File: config.mk
export PLATFORM = sky130hd
export DESIGN_NAME = video_pattern_gen
export DESIGN_NICKNAME = d
export VERILOG_FILES = /design/src/rtl/video_pkg.sv /design/src/rtl/video_timing_cntr.sv /design/src/rtl/video_pattern_gen.sv
export SDC_FILE = /design/constraint.sdc
export NUM_CORES = 1
export LEC_CHECK = 0
export ABC_AREA = 0
export CELL_PAD_IN_SITES_DETAIL_PLACEMENT = 0
export CELL_PAD_IN_SITES_GLOBAL_PLACEMENT = 1
export CORE_MARGIN = 4
export CORE_UTILIZATION = 47
export CTS_BUF_LIST = sky130_fd_sc_hd__clkbuf_4 sky130_fd_sc_hd__clkbuf_8
export DETAILED_ROUTE_END_ITERATION = 10
export GPL_TIMING_DRIVEN = 0
export PLACE_DENSITY_LB_ADDON = 0.1
export SYNTH_ARGS = -nofsm -noshare
export SYNTH_HDL_FRONTEND = slang
export SYNTH_SLANG_ARGS = --single-unit
File: constraint.sdc
create_clock -name clk -period 6.3 [get_ports clk]
set_input_delay 1.575 -clock clk [delete_from_list [all_inputs] [get_ports clk]]
set_output_delay 1.575 -clock clk [all_outputs]
set_load 0.02 [all_outputs]
File: src/rtl/video_pkg.sv
// Shared types for the video pattern generator: pattern selector, FSM states, default counter width.
package video_pkg;

  localparam int unsigned CNT_WIDTH_DEF = 11;

  typedef enum logic [1:0] {
    HGRAD   = 2'd0,
    VGRAD   = 2'd1,
    CHECKER = 2'd2,
    SOLID   = 2'd3
  } pattern_t;

  typedef enum logic {
    IDLE = 1'b0,
    RUN  = 1'b1
  } gen_state_t;

endpackage

File: src/rtl/video_timing_cntr.sv
// Pixel-period / x / y counters with registered de/hs/vs strobes; held cleared while run is low.
module video_timing_cntr #(
  parameter int unsigned CNT_WIDTH = video_pkg::CNT_WIDTH_DEF,
  parameter int unsigned PER_WIDTH = 8
) (
  input  logic                 clk,
  input  logic                 rst,
  input  logic                 run,
  input  logic [PER_WIDTH-1:0] p_m1,
  input  logic [CNT_WIDTH-1:0] l_m1,
  input  logic [CNT_WIDTH-1:0] f_m1,
  output logic [CNT_WIDTH-1:0] x,
  output logic [CNT_WIDTH-1:0] y,
  output logic                 tick,
  output logic                 frame_end,
  output logic                 de,
  output logic                 hs,
  output logic                 vs
);

  logic [PER_WIDTH-1:0] pc;
  logic                 line_end;

  // tick marks the cycle whose edge emits pixel (x,y)
  assign tick      = run && (pc == p_m1);
  assign line_end  = (x == l_m1);
  assign frame_end = tick && line_end && (y == f_m1);

  always_ff @(posedge clk) begin
    if (rst || !run) begin
      pc <= '0;
      x  <= '0;
      y  <= '0;
      de <= 1'b0;
      hs <= 1'b0;
      vs <= 1'b0;
    end else begin
      de <= tick;
      hs <= tick && line_end;
      vs <= frame_end;
      if (tick) begin
        pc <= '0;
        if (line_end) begin
          x <= '0;
          y <= (y == f_m1) ? '0 : y + CNT_WIDTH'(1);
        end else begin
          x <= x + CNT_WIDTH'(1);
        end
      end else begin
        pc <= pc + PER_WIDTH'(1);
      end
    end
  end

endmodule

File: src/rtl/video_pattern_gen.sv
// Test-pattern video source: FSM, per-frame config shadow registers and pattern mux.
// Optional VIDEO_PATTERN_GEN_FRAME_CNT_EN adds frame_cnt_o and scrolling gradients.
module video_pattern_gen
  import video_pkg::*;
#(
  parameter int unsigned PIXEL_WIDTH = 8,
  parameter int unsigned CNT_WIDTH   = video_pkg::CNT_WIDTH_DEF,
  parameter int unsigned PER_WIDTH   = 8
) (
  input  logic                   clk,
  input  logic                   rst,
  input  logic                   en_i,
  input  logic [PER_WIDTH-1:0]   pixel_period_i,
  input  logic [CNT_WIDTH-1:0]   line_pixels_i,
  input  logic [CNT_WIDTH-1:0]   frame_lines_i,
  input  logic [1:0]             pattern_i,
  input  logic [3:0]             cell_log2_i,
  input  logic [PIXEL_WIDTH-1:0] solid_i,
  output logic [PIXEL_WIDTH-1:0] do_o,
  output logic                   de_o,
  output logic                   hs_o,
  output logic                   vs_o
`ifdef VIDEO_PATTERN_GEN_FRAME_CNT_EN
  ,
  output logic [15:0]            frame_cnt_o
`endif
);

  gen_state_t             state, next_state;
  logic                   latch;
  logic [PER_WIDTH-1:0]   p_m1;
  logic [CNT_WIDTH-1:0]   l_m1, f_m1;
  pattern_t               pat_q;
  logic [3:0]             cell_q;
  logic [PIXEL_WIDTH-1:0] solid_q;
  logic [CNT_WIDTH-1:0]   x, y;
  logic                   tick, frame_end;
  logic [PIXEL_WIDTH-1:0] pix_val, scroll;
  logic [CNT_WIDTH-1:0]   chk;

  video_timing_cntr #(
    .CNT_WIDTH (CNT_WIDTH),
    .PER_WIDTH (PER_WIDTH)
  ) u_timing (
    .clk       (clk),
    .rst       (rst),
    .run       (state == RUN),
    .p_m1      (p_m1),
    .l_m1      (l_m1),
    .f_m1      (f_m1),
    .x         (x),
    .y         (y),
    .tick      (tick),
    .frame_end (frame_end),
    .de        (de_o),
    .hs        (hs_o),
    .vs        (vs_o)
  );

  always_ff @(posedge clk) begin
    if (rst) state <= IDLE;
    else     state <= next_state;
  end

  always_comb begin
    next_state = state;
    latch      = 1'b0;
    unique case (state)
      IDLE: begin
        if (en_i) begin
          latch      = 1'b1;
          next_state = RUN;
        end
      end
      RUN: begin
        if (frame_end) begin
          latch      = 1'b1;
          next_state = en_i ? RUN : IDLE;
        end
      end
      default: next_state = IDLE;
    endcase
  end

  // Limits are stored as value-1 (zero clamped to one) so the counters compare directly
  always_ff @(posedge clk) begin
    if (rst) begin
      p_m1    <= '0;
      l_m1    <= '0;
      f_m1    <= '0;
      pat_q   <= HGRAD;
      cell_q  <= '0;
      solid_q <= '0;
    end else if (latch) begin
      p_m1    <= (pixel_period_i == '0) ? '0 : pixel_period_i - PER_WIDTH'(1);
      l_m1    <= (line_pixels_i  == '0) ? '0 : line_pixels_i  - CNT_WIDTH'(1);
      f_m1    <= (frame_lines_i  == '0) ? '0 : frame_lines_i  - CNT_WIDTH'(1);
      pat_q   <= pattern_t'(pattern_i);
      cell_q  <= cell_log2_i;
      solid_q <= solid_i;
    end
  end

`ifdef VIDEO_PATTERN_GEN_FRAME_CNT_EN
  // Counts on the edge that raises vs_o, so the next frame's first pixel already scrolls
  always_ff @(posedge clk) begin
    if (rst)            frame_cnt_o <= '0;
    else if (frame_end) frame_cnt_o <= frame_cnt_o + 16'd1;
  end
  assign scroll = PIXEL_WIDTH'(frame_cnt_o);
`else
  assign scroll = '0;
`endif

  assign chk = (x ^ y) >> cell_q;

  always_comb begin
    pix_val = '0;
    unique case (pat_q)
      HGRAD:   pix_val = PIXEL_WIDTH'(x) + scroll;
      VGRAD:   pix_val = PIXEL_WIDTH'(y) + scroll;
      CHECKER: pix_val = chk[0] ? '1 : '0;
      SOLID:   pix_val = solid_q;
      default: pix_val = '0;
    endcase
  end

  always_ff @(posedge clk) begin
    if (rst)       do_o <= '0;
    else if (tick) do_o <= pix_val;
  end

endmodule

==> impl_results.md <==
* PwrDens at 220 mW/mm²
* CTS tree: built
* Final setup fails at 0
* Top cell type by total area after synthesis: dfxtp_1
* Most frequent cell after synthesis: nand2_1
* Largest net degree at the start of global routing at 16
* RSZ-0062 raised after global routing: false
* DRC viols at 0
* Worst R2R Path Depth at 7
* Total CTS buffers at 9
* Clk_lat worst skew at 380 ps
* Die H at 114 µm
* Maximum vdd drop at 179 µV
* Synth Area in Compound Gates at 0.134
* FFs w/ async S/R, synth at 0
* H-tree levels at 3
* Register bit count reported by yosys at 86
* Post-CTS setup buffer count at 0
* Sequence of cells on the critical path: clkdlybuf4s50_1 > clkbuf_1 > nor2b_1 > o21ai_1 > a21oi_1
* Fin crit share at 0.547
* # IOs at 58
* Data required, critical path at 6610 ps
* Post-synth top cells: nand2_1, dfxtp_1, xnor2_1
* Leakage at 2.32 nW
* Initial Util at 0.484
* Worst EP arrival at 3760 ps
* Fin. Hold Viols at 0
* Worst Max-Slew Pin Slew at 1130 ps
* Synthesized cell area at 0.00527 mm²
* EDFF count, synth at 0
* Clock transition at path regs at 90 ps
* Cts repair resizes at 0
* Hold_buf cts at 0
* Vias in the first global route at 4,947
* Max cap viols at 0
* Row count at 38
* Sequential area share after synthesis at 0.327
* DRT antenna net count at 0
* Xor and xnor fraction of the mapped netlist area at 0.120
* Critical path's largest stage delay at 590 ps
* Syn_area_per_cell at 8.08 µm²
* CP max-delay cell: clkdlybuf4s50_1
* Largest family of logic cells by synthesized area: simple AND/OR/NAND/NOR gates
* Final wirelength at 15,500 µm
* Achievable Freq at 290 MHz
* Bufs and invs on worst path at 2
* Crit start category: input pin
* Die width at 114 µm
* Core area at 0.0109 mm²
* CP max FO at 10
* DR vias/cell at 5.87
* Syn Inst Count at 652
* DRT Pass-1 Iters at 6
* GP Congestion at 0.885
* Clk sinks at 86
* Synth-to-layout area growth at 18.1%
* DRT iter0 DRCs at 341
* Post-synthesis adder-cell area fraction at 0.0214
* Die Footprint at 0.0130 mm²
* Post-Synth Simple-Gate Area at 0.280
* Crit path max-delay family: buffers and inverters
* Status: finished, final reports clean
* Grt total ovfl at 0
* Setup crit end kind: flip-flop
* HP Class: reg -> reg
* Setup TNS at 0 ps
* Synth Flop Type: dfxtp_1
* Yosys warning total at 0
* Hold depth at 2
* Yosys cell types at 52
* First-pass GRT wire length at 24,700 µm
* Worst path depth at 5
* CTS root buf: clkbuf_8
* Post-Route Skew at 14.2 ps
* Crit path kind: in -> reg
* Share of the synthesized area in the top cell type at 0.327
* # diodes at 0
* Bufs on Longest Clock Path at 2
* Overall via count from detail_route at 5,077
* Area contributors post-synth: dfxtp_1, xnor2_1, nand2_1, mux2i_1, xor2_1
* Layout cells sized above 1 at 0.0524
* Final nets at 776
* WL per Instance at 17.9 µm
* Slew HR at 0.238
* Slew Viols, Final at 0
* Power Total at 1.37 mW
* Mux share of post-synthesis cell area at 0.0655
* IO buf count at 57
* Final min period at 3450 ps
* Hpwl dp at 11,600 µm
* Net Count, Synth at 708
* Worst hold margin at 475 ps
* GRT Total Usage at 0.241
* Initial antenna violation count at 0
## logic make-up after synthesis
group,Yosys count
muxes,32
and+or+nand+nor,280
adders and majority gates,9
buffers and inverters,67
DFF,86
xor gates and xnor gates,72
AOI/OAI and AO/OA,106
## routing by layer
| metal | up-vias | global-route usage | part of all wire |
|---|---|---|---|
| li1 | 2483 | - | - |
| met1 | 2382 | 0.316 | 0.46 |
| met2 | 177 | 0.391 | 0.46 |
| met3 | 35 | 0.0430 | 0.056 |
| met4 | 0 | 0.0974 | 0.028 |
| met5 | - | 0 | 0 |
## per-stage QoR
stage	worst slack (ps)	std cells	util	cell area, µm²
2_1_floorplan	3440	652	-	5270
3_3_place_gp	2510	849	0.553	6020
3_5_place_dp	2540	849	0.553	6020
4_1_cts	2940	865	0.572	6220
5_1_grt	2760	865	0.572	6220
6_report	2850	865	0.572	6220
## path summary, 6_finish.rpt
| check | from | end | slack, ps |
|---|---|---|---|
| max | rst | u_timing.x[5] | 2850 |
| min | p_m1[5] | p_m1[5] | 470 |
| max reg2reg | u_timing.x[6] | u_timing.x[2] | 3560 |
| min reg2reg | p_m1[5] | p_m1[5] | 470 |
## area by class of cell
| class | instances | area, µm² |
|---|---|---|
| sequential | 86 | 1720 |
| clock buffer | 10 | 138 |
| inverter | 14 | 52.6 |
| clock inverter | 6 | 68.8 |
| multi-input combinational | 499 | 3270 |
| tap | 140 | 175 |
| timing repair buffer | 57 | 571 |
| buffer | 53 | 229 |
| fill | 1061 | 4660 |
## cells in the final DEF, fill, tap and decap left out, types with 3 or more instances in the layout
| master | instances |
|---|---|
| o31ai_1 | 11 |
| nor4_1 | 15 |
| or4_1 | 24 |
| nand4_1 | 12 |
| nor2b_1 | 5 |
| a211oi_1 | 9 |
| a21oi_1 | 30 |
| nand3_1 | 32 |
| and4_1 | 3 |
| nand3b_1 | 5 |
| and3_1 | 21 |
| dfxtp_1 | 86 |
| buf_4 | 3 |
| clkbuf_8 | 10 |
| ha_1 | 9 |
| mux2i_1 | 30 |
| xor2_1 | 27 |
| nor2_1 | 29 |
| clkdlybuf4s50_1 | 57 |
| inv_1 | 13 |
| o21ai_0 | 21 |
| clkbuf_1 | 39 |
| nand2_1 | 88 |
| nor3_1 | 27 |
| buf_2 | 9 |
| nand2b_1 | 4 |
| a2bb2oi_1 | 14 |
| xnor2_1 | 45 |
| or3_1 | 4 |
| a311oi_1 | 3 |
## power breakdown
group	switching [mW]	internal [mW]	total (mW)
combinational	0.217	0.130	0.348
sequential	0.0275	0.578	0.605
clock	0.217	0.197	0.414
total	0.462	0.905	1.37
## registers in the layout, indices dropped and copies added (netlist names)
name / cells
l_m1: 11
f_m1: 11
p_m1: 8
cell_q: 4
u_timing.vs: 1
u_timing.y: 11
pat_q: 2
u_timing.hs: 1
solid_q: 8
u_timing.de: 1
u_timing.pc: 8
do_o: 8
state: 1
u_timing.x: 11
## worst reg2reg max path: stages, from the launching register on
cell      delay, ps
dfxtp_1         320
clkbuf_1        370
xor2_1          190
nor3_4          410
nand3_2         270
clkbuf_1        320
o21ai_1         620
nor2_1          110
No activity file was read; power rests on OpenSTA's default activity.
